File: src/rtl/mem_burst_master.sv
// Burst request engine: turns one (direction, address, length) command into a
// sequence of single-word valid/ready memory transactions, streaming data in or out.
module mem_burst_master #(
    parameter int WIDTH      = 16,
    parameter int DEPTH      = 64,
    parameter int ADDR_WIDTH = $clog2(DEPTH),
    parameter int LEN_WIDTH  = ADDR_WIDTH + 1
) (
    input  logic                  clk_i,
    input  logic                  rst_i,
    input  logic                  cmd_valid_i,
    output logic                  cmd_ready_o,
    input  logic                  cmd_wr_i,
    input  logic [ADDR_WIDTH-1:0] cmd_addr_i,
    input  logic [LEN_WIDTH-1:0]  cmd_len_i,
    input  logic                  wdata_valid_i,
    output logic                  wdata_ready_o,
    input  logic [WIDTH-1:0]      wdata_i,
    output logic                  rdata_valid_o,
    input  logic                  rdata_ready_i,
    output logic [WIDTH-1:0]      rdata_o,
    output logic                  busy_o,
    output logic                  done_o,
    output logic                  mem_valid_o,
    input  logic                  mem_ready_i,
    output logic                  mem_wr_rd_o,
    output logic [ADDR_WIDTH-1:0] mem_addr_o,
    output logic [WIDTH-1:0]      mem_wdata_o,
    input  logic [WIDTH-1:0]      mem_rdata_i
);

    typedef enum logic [2:0] {
        IDLE    = 3'd0,
        WR_WAIT = 3'd1,
        WR_REQ  = 3'd2,
        RD_REQ  = 3'd3,
        RD_OUT  = 3'd4,
        DONE    = 3'd5
    } state_t;

    state_t                state_q, state_d;
    logic [ADDR_WIDTH-1:0] addr_q, addr_d;
    logic [LEN_WIDTH-1:0]  cnt_q, cnt_d;
    logic [WIDTH-1:0]      wdata_q, wdata_d;
    logic [WIDTH-1:0]      rdata_q, rdata_d;
    logic                  last_word;

    // Explicit wrap so non-power-of-two depths still stay in range.
    function automatic logic [ADDR_WIDTH-1:0] next_addr(input logic [ADDR_WIDTH-1:0] a);
        if (a == ADDR_WIDTH'(DEPTH - 1)) begin
            return '0;
        end
        return a + 1'b1;
    endfunction

    assign last_word = (cnt_q == LEN_WIDTH'(1));

    always_ff @(posedge clk_i or negedge rst_i) begin
        if (!rst_i) begin
            state_q <= IDLE;
            addr_q  <= '0;
            cnt_q   <= '0;
            wdata_q <= '0;
            rdata_q <= '0;
        end else begin
            state_q <= state_d;
            addr_q  <= addr_d;
            cnt_q   <= cnt_d;
            wdata_q <= wdata_d;
            rdata_q <= rdata_d;
        end
    end

    always_comb begin
        state_d = state_q;
        addr_d  = addr_q;
        cnt_d   = cnt_q;
        wdata_d = wdata_q;
        rdata_d = rdata_q;
        case (state_q)
            IDLE: begin
                if (cmd_valid_i) begin
                    addr_d = cmd_addr_i;
                    cnt_d  = cmd_len_i;
                    if (cmd_len_i == '0) begin
                        state_d = DONE;
                    end else if (cmd_wr_i) begin
                        state_d = WR_WAIT;
                    end else begin
                        state_d = RD_REQ;
                    end
                end
            end
            WR_WAIT: begin
                if (wdata_valid_i) begin
                    wdata_d = wdata_i;
                    state_d = WR_REQ;
                end
            end
            WR_REQ: begin
                if (mem_ready_i) begin
                    addr_d  = next_addr(addr_q);
                    cnt_d   = cnt_q - 1'b1;
                    state_d = last_word ? DONE : WR_WAIT;
                end
            end
            RD_REQ: begin
                if (mem_ready_i) begin
                    rdata_d = mem_rdata_i;
                    state_d = RD_OUT;
                end
            end
            RD_OUT: begin
                if (rdata_ready_i) begin
                    addr_d  = next_addr(addr_q);
                    cnt_d   = cnt_q - 1'b1;
                    state_d = last_word ? DONE : RD_REQ;
                end
            end
            DONE:    state_d = IDLE;
            default: state_d = IDLE;
        endcase
    end

    // Outputs decode from state so an asynchronous reset clears them at once.
    assign cmd_ready_o   = (state_q == IDLE);
    assign wdata_ready_o = (state_q == WR_WAIT);
    assign rdata_valid_o = (state_q == RD_OUT);
    assign rdata_o       = rdata_q;
    assign busy_o        = (state_q != IDLE);
    assign done_o        = (state_q == DONE);
    assign mem_valid_o   = (state_q == WR_REQ) || (state_q == RD_REQ);
    assign mem_wr_rd_o   = (state_q == WR_REQ);
    assign mem_addr_o    = mem_valid_o ? addr_q : '0;
    assign mem_wdata_o   = wdata_q;

endmodule

File: config.mk
export PLATFORM = sky130hd
export DESIGN_NAME = mem_burst_master
export DESIGN_NICKNAME = d
export VERILOG_FILES = /design/src/rtl/mem_burst_master.sv
export SDC_FILE = /design/constraint.sdc
export NUM_CORES = 1
export LEC_CHECK = 0
export CORE_MARGIN = 2
export CORE_UTILIZATION = 36
export DETAILED_ROUTE_END_ITERATION = 6
export GPL_TIMING_DRIVEN = 0
export PLACE_DENSITY_LB_ADDON = 0.25
export REMOVE_ABC_BUFFERS = 1
export SLEW_MARGIN = 20
export SYNTH_ARGS = -nofsm -noshare
export SYNTH_HDL_FRONTEND = slang
export SYNTH_SLANG_ARGS = --single-unit
File: constraint.sdc
create_clock -name clk_i -period 1.67 [get_ports clk_i]
set_clock_uncertainty 0.2 [all_clocks]
set_input_delay 0.501 -clock clk_i [delete_from_list [all_inputs] [get_ports clk_i]]
set_output_delay 0.501 -clock clk_i [all_outputs]
set_load 0.05 [all_outputs]
== After elaboration in Yosys (flattened, before gate mapping) ==
Cells that the tools add are included.

* Register bits after elaboration: 48
* Input bits: 52
* Output and inout port bits: 45
* Word-level logic and storage cells: 55

* Add/sub/neg operators: 2
* Eq/ne operators: 12
* Multiplexer cells: 27
* Reduce and logical (&&, ||, !) cells: 9

{| class="wikitable"
|+ Operators with widths
! operator !! count
|-
| two-way mux 6 bit || 7
|-
| two-way mux 3 bit || 8
|-
| two-way mux 7 bit || 3
|-
| one-hot mux 7 bit (3 select lines) || 1
|-
| one-hot mux 6 bit (3 select lines) || 1
|-
| one-hot mux 3 bit (5 select lines) || 1
|-
| inequality test 2 bit (second input constant) || 4
|-
| == test 7 x 1 -> 1 bit (second input constant) || 1
|-
| zero test 7 bit || 1
|-
| subtractor 7 x 1 -> 7 bit (second input constant) || 1
|-
| adder 6 x 1 -> 6 bit (second input constant) || 1
|-
| == test 3 x 2 -> 1 bit (second input constant) || 2
|-
| == test 3 bit (second input constant) || 2
|-
| == test 6 bit (second input constant) || 1
|-
| nonzero test 3 bit || 2
|-
| two-way mux 1 bit || 5
|-
| AND reduction 5 bit || 1
|-
| AND reduction 2 bit || 2
|-
| AND reduction 4 bit || 1
|-
| == test 3 x 1 -> 1 bit (second input constant) || 1
|-
| zero test 3 bit || 1
|-
| two-way mux 2 bit || 1
|-
| inequality test 2 x 1 -> 1 bit (second input constant) || 1
|-
| logical OR 1 bit || 1
|}

== Logic depth before layout (Yosys ltp) ==
Gate-level depths: netlist (run 1).

* Word-level depth: 7
* Gate-level depth with buffers: 6
* Depth with buffers taken out: 6

== Least setup slack after synthesis (run 1) ==
Ideal clock, no wire load.

* Kind: register -> output
* From: register state_q[1]
* To: output cmd_ready_o
* Arrival: 1.526 ns
* Slack: -0.557 ns
* Cell stages (with the launch flop): 4
* Path buffers: 1
* Cell sequence: dfrtp_1 > buf_4 > or3_1 > inv_1

* Cells in the longest elaborated chain, start to end: 1

{| class="wikitable"
|+ Ends and longest elaborated chain
! element !! RTL line !! RTL
|-
| start, declared || 41 || <nowiki>state_t state_q, state_d;</nowiki>
|-
| start signal, assigned || 66 || <nowiki>state_q <= state_d;</nowiki>
|-
| zero test 3 bit || 126 || <nowiki>assign cmd_ready_o = (state_q == IDLE);</nowiki>
|-
| end, declared || 12 || <nowiki>output logic cmd_ready_o,</nowiki>
|}

Every way passes these cells.

== Final worst setup path (run 1) ==
* From: register state_q[0]
* To: output cmd_ready_o

The elaborated chain is that of the path after synthesis.

==> impl_metrics.csv, run 1 <==
group,metric,value,unit
run_status,status,"finished, violations left",
run_status,violations,"negative setup slack",
finish,final_cell_mix,"45 x dfrtp_1, 44 x clkdlybuf4s50_1, 25 x buf_2",
synthesis,synth_top_flop_cell,"dfrtp_1",
setup_path,r2r_start,"state_q[0]",
synthesis,seq_area_frac_synth,0.504,
floorplanning,core_area,0.00639,mm2
setup_path,crit_start,"state_q[0]",
route,drc,0,
synthesis,yosys_warnings,0,
finish,fill_cells,502,
setup_path,end_kind,"output port",
grt,grt-ovfl-total,0,
timing,hold_slack,0.0108,ns
synthesis,synth_area_leader_cell,"dfrtp_1",
synthesis,async_flop_share,1.00,
timing,setup_slack,-0.471,ns
power,total_power,9.89,mW
synthesis,yosys_register_bits,48,
clock_network,cts_buffers,5,
floorplanning,ioPinCount,97,
finish,multi_input_area,0.00143,mm2
clock_network,cts_tree,"done",
finish,nNetsFinal,399,
setup_path,crit_family,"flip-flops",
clock_network,cts_buffer_depth,2,
route,ant_nets,0,
timing,fin_crit_sh,1.28,
route,via_per_inst,5.43,
route,first_pass_iters,4,
setup_path,r2r_end,"state_q[2]",
synthesis,avgSynthCellArea,11.4,um2
route,vias,2285,
clock_network,cts_sinks,48,
synthesis,ys_types,43,
clock_network,htree_levels,2,
place,post-dp-hpwl,4.11,mm
setup_path,critical_path.slowest_cell,"dfrtp_4",
timing,grt_setup_unrepaired,"yes",
synthesis,synthTopCellsByArea,"dfrtp_1 50%, mux2_2 16%, mux2i_1 2.5%",
finish,utilization,0.649,
setup_path,crit_chain,"or3_4 -> inv_2 -> buf_8",
route,drt_iter0_drc,75,
power,p_leak,1.81,nW
power,ir_drop,1440,uV
grt,grt_antenna_before_repair,0,
timing,worst_slew_pin_slew,0.643,ns
grt,grt_use_total,0.183,
setup_path,cpPeakStageDelay,0.53,ns
route,drt-total-wl,7.28,mm
floorplanning,die_h,85.4,um
power,powerDensity,2390,mW/mm2
timing,fin_crit,2.14,ns
setup_path,reg2reg_depth,5,
setup_path,worstPathRequired,0.97,ns
clock_network,cts.reportedPaths.clkPinSlew,0.10,ns
timing,fmax,0.467,GHz
place,port_buffers,96,
timing,slew_violations,0,
clock_network,cts_root_buf,"clkbuf_8",
setup_path,worstSetupPathType,"reg2out",
timing,setup_violations,44,
grt,grt_pass1_vias,2215,
job,maxCapViolations,0,
timing,relSlewSlack,0.572,
grt,grt_max_degree,49,
setup_path,reg2reg_slack,-0.36,ns
finish,final_common_cell,"dfrtp_1",
place,routabilityCongestion,0.766,
synthesis,synth_top_area_share,0.504,
finish,syn_to_final_growth,73.8,%
setup_path,arrival,1.44,ns
clock_network,worst_skew_pair.late_latency,0.30,ns
floorplanning,placementRows,29,
setup_path,crit_buf_inv,2,
finish,num_antenna_cells,0,
grt,grt_pass1_wl,10.7,mm
synthesis,netlist_area,0.00238,mm2
finish,drive_gt1_frac,0.529,
floorplanning,start_util,0.373,
synthesis,synth-edff-count,0,
worst_hold_path,holdCritPathClass,"in2async",
setup_path,path_max_fanout,6,
floorplanning,fp.dieArea,0.00729,mm2
clock_network,holdBufCountCts,0,
synthesis,syn_inst,210,
finish,seq_area,0.00121,mm2
timing,hold_viol,0,
setup_path,startpoint_type,"flop",
route,wl_per_cell,17.3,um
floorplanning,die_x,85.4,um
==> routing by layer <==
metal	part of all wire	track usage
met1	0.40	0.234
met2	0.51	0.297
met3	0.079	0.0700
met4	0.0048	0.0375
met5	0	0
==> through the flow <==
stage	setup WS [ns]	instance area (um2)	std cells	setup TNS [ns]
2_1_floorplan	-0.645	2310	199	-16.99
3_5_place_dp	-1.23	3370	372	-49.01
5_1_grt	-0.499	4150	421	-11.29
4_1_cts	-0.465	3770	405	-12.80
3_3_place_gp	-1.63	3370	372	-126.12
6_report	-0.471	4150	421	-9.70
==> synth_stat cells (2+ instances only) <==
cell type,number
nor2_1,10
o2bb2ai_1,3
o22ai_1,3
nand3_1,4
and2_1,3
and3_1,2
nor4_1,5
nand3b_1,2
a31oi_1,2
nand2_1,10
o32ai_1,2
buf_2,5
o21ai_1,2
mux2i_1,6
a21oi_1,10
nor3_1,6
mux2_2,33
a22oi_1,3
o21ai_0,7
or4_1,2
ha_1,3
buf_4,6
dfrtp_1,48
inv_1,13
o211ai_1,2
==> area by class of cell <==
class,count,share of cell area
Multi-Input combinational cell,140,0.345
Timing Repair Buffer,136,0.308
Sequential cell,48,0.291
Tap cell,77,0.0232
Clock buffer,5,0.0166
Inverter,13,0.0130
Clock inverter,2,0.00302
==> flip-flops by register name (all words and copies together), names as in the netlist <==
name and count:
state_q 3, rdata_o 16, mem_wdata_o 16, cnt_q 7
addr_q 6
==> kinds of logic (layout without fill, tap and decap cells) <==
group	after synthesis	count (layout)	share of synthesized area
compound gates	40	40	0.113
buf+inv	24	156	0.0498
xor+xnor	2	2	0.0105
flops	48	48	0.504
fa+ha+maj	3	3	0.0157
simple gates	54	56	0.126
mux	39	39	0.181
==> timing repair <==
| item | 4_1_cts | 5_1_grt |
|---|---|---|
| gates resized for setup | 320 | 70 |
| pin swaps | 8 | 17 |
| setup endpoints to repair | 92 | 67 |
| setup buffers | 25 | 17 |
| cloned | 1 | 2 |
==> worst register-to-register path: stages (launching register included) <==
cell,delay [ns]
dfrtp_4,0.53
buf_4,0.18
or4_1,0.52
o21ai_1,0.14
o31ai_1,0.08
o32ai_1,0.28
==> worst max path at each step <==
stage | endpoint | slack [ns] | cells after the start
after floorplan | mem_addr_o[0] | -0.64 | 3
after global placement | rdata_o[5] | -1.63 | 1
after detailed placement | addr_q[4] | -1.23 | 5
after CTS | cmd_ready_o | -0.46 | 4
after global routing | cmd_ready_o | -0.50 | 3
final | cmd_ready_o | -0.47 | 3
==> power breakdown <==
| group | total [mW] | internal (mW) | switching (mW) |
|---|---|---|---|
| combinational | 6.98 | 2.99 | 3.99 |
| sequential | 2.23 | 1.76 | 0.467 |
| clock | 0.685 | 0.285 | 0.400 |
| total | 9.89 | 5.03 | 4.86 |
No activity file was read; power rests on OpenSTA's default activity.
==> inputs of run 2 (changes only) <==
- HOLD_SLACK_MARGIN: unset -> 0.12
==> run 2 against run 1 <==
Against the previous run: the run still ends with negative setup slack left; cell area grew 0.24%; final cell count grew 0.24%; total power is essentially flat; first-iteration DRC count shrank 25%; utilization grew 0.16 points; worst hold slack gained 0.29 ns; global-route usage is the same; register-to-register slack is essentially flat; critical path depth is the same; count of clock-buffer cells in the layout is the same; non-clock buffer count grew 1; largest cell class unchanged.
==> impl_metrics.csv, run 2 (synthesis results as in run 1) <==
group,metric,value,unit
run_status,status,"finished, violations left",
run_status,violations,"negative setup slack",
clock_network,cts_root_buf,"clkbuf_8",
grt,grt-ovfl-total,0,
timing,worst_slew_pin_slew,0.636,ns
route,drt_iter0_drc,56,
route,first_pass_iters,4,
floorplanning,ioPinCount,97,
floorplanning,core_area,0.00639,mm2
clock_network,cts_buffer_depth,2,
timing,slew_violations,0,
setup_path,crit_buf_inv,2,
route,drc,0,
floorplanning,die_h,85.4,um
setup_path,worstPathRequired,0.97,ns
setup_path,arrival,1.44,ns
grt,gr-usage-met1,0.234,
route,ant_nets,0,
place,routabilityCongestion,0.766,
timing,fin_crit_sh,1.28,
finish,final_common_cell,"dfrtp_1",
clock_network,htree_levels,2,
timing,setup_tns,-9.67,ns
grt,busiest_layer,"met2",
finish,drive_gt1_frac,0.528,
power,p_leak,1.81,nW
grt,grt_max_degree,49,
finish,final_cell_mix,"45 x dfrtp_1, 44 x clkdlybuf4s50_1, 25 x buf_2",
grt,met2_usage,0.297,
timing,hold_slack,0.303,ns
setup_path,cp.depth,3,
setup_path,critical_path.slowest_cell,"dfrtp_4",
route,drt-total-wl,7.25,mm
place,port_buffers,96,
setup_path,reg2reg_depth,5,
timing,relSlewSlack,0.576,
grt,grt_antenna_before_repair,0,
grt,grt_pass1_vias,2215,
floorplanning,placementRows,29,
timing,fin_crit,2.14,ns
timing,hold_viol,0,
clock_network,cts_sinks,48,
clock_network,cts.reportedPaths.clkPinSlew,0.10,ns
setup_path,crit_family,"flip-flops",
finish,num_antenna_cells,0,
floorplanning,fp.dieArea,0.00729,mm2
clock_network,worst_skew_pair.late_latency,0.30,ns
place,post-dp-hpwl,4.11,mm
setup_path,cpPeakStageDelay,0.53,ns
setup_path,crit_chain,"or3_4 -> inv_2 -> buf_8",
grt,grt_use_total,0.183,
worst_hold_path,holdCritPathClass,"reg2reg",
setup_path,path_max_fanout,6,
power,total_power,9.89,mW
route,via_per_inst,5.41,
finish,nNetsFinal,400,
clock_network,cts_buffers,5,
route,vias,2283,
route,wl_per_cell,17.2,um
timing,grt_setup_unrepaired,"yes",
worst_hold_path,holdPathStages,1,
finish,syn_to_final_growth,74.2,%
timing,setup_violations,44,
finish,utilization,0.651,
job,maxCapViolations,0,
timing,setup_slack,-0.471,ns
timing,fmax,0.467,GHz
power,powerDensity,2380,mW/mm2
grt,grt_pass1_wl,10.7,mm
setup_path,end_kind,"output port",
power,ir_drop,1440,uV
floorplanning,die_x,85.4,um
floorplanning,start_util,0.373,
grt,met3_usage,0.0691,
setup_path,worstSetupPathType,"reg2out",
setup_path,startpoint_type,"flop",
clock_network,cts_tree,"done",
[run 2: layer usage]
layer / vias up / routed length [um]
met5: - / 0
met4: 0 / 37
met3: 4 / 548
met2: 99 / 3730
met1: 1141 / 2930
li1: 1039 / -
[run 2: report_power, final]
group / internal [mW] / switching [mW]
Combinational: 2.99 / 3.99
Sequential: 1.76 / 0.461
Clock: 0.285 / 0.399
Total: 5.03 / 4.85
[run 2: path summary, 6_finish.rpt]
path | end | slack, ns | from
setup / recovery | cmd_ready_o | -0.47 | state_q[0]
hold / removal | rdata_o[11] | 0.30 | rdata_o[11]
setup reg to reg | state_q[2] | -0.37 | state_q[0]
hold reg to reg | rdata_o[11] | 0.30 | rdata_o[11]
max in group asynchronous | state_q[0] | 0.23 | rst_i
min in group asynchronous | cnt_q[3] | 0.56 | rst_i
[run 2: layout make-up]
type                            instances  area (um2)
Clock buffer                            5        68.8
Tap cell                               77        96.3
Timing Repair Buffer                  137        1280
Clock inverter                          2        12.5
Multi-Input combinational cell        140        1430
Inverter                               13        53.8
Sequential cell                        48        1210
Fill cell                             501        2230
[run 2: timing repair]
item | in CTS | in global routing
buffers inserted | 25 | 17
gates resized for setup | 320 | 70
gates cloned | 1 | 2
setup endpoints to repair | 92 | 67
pin swaps | 8 | 17
endpoints found under the hold margin | 48 | 0
hold buffers | 1 | 0
[run 2: stage by stage]
step | worst slack (ns) | std cells | instance area (um2)
floorplan | -0.645 | 199 | 2310
global placement | -1.63 | 372 | 3370
detailed placement | -1.23 | 372 | 3370
CTS | -0.465 | 406 | 3780
global route | -0.499 | 422 | 4160
finish | -0.471 | 422 | 4160
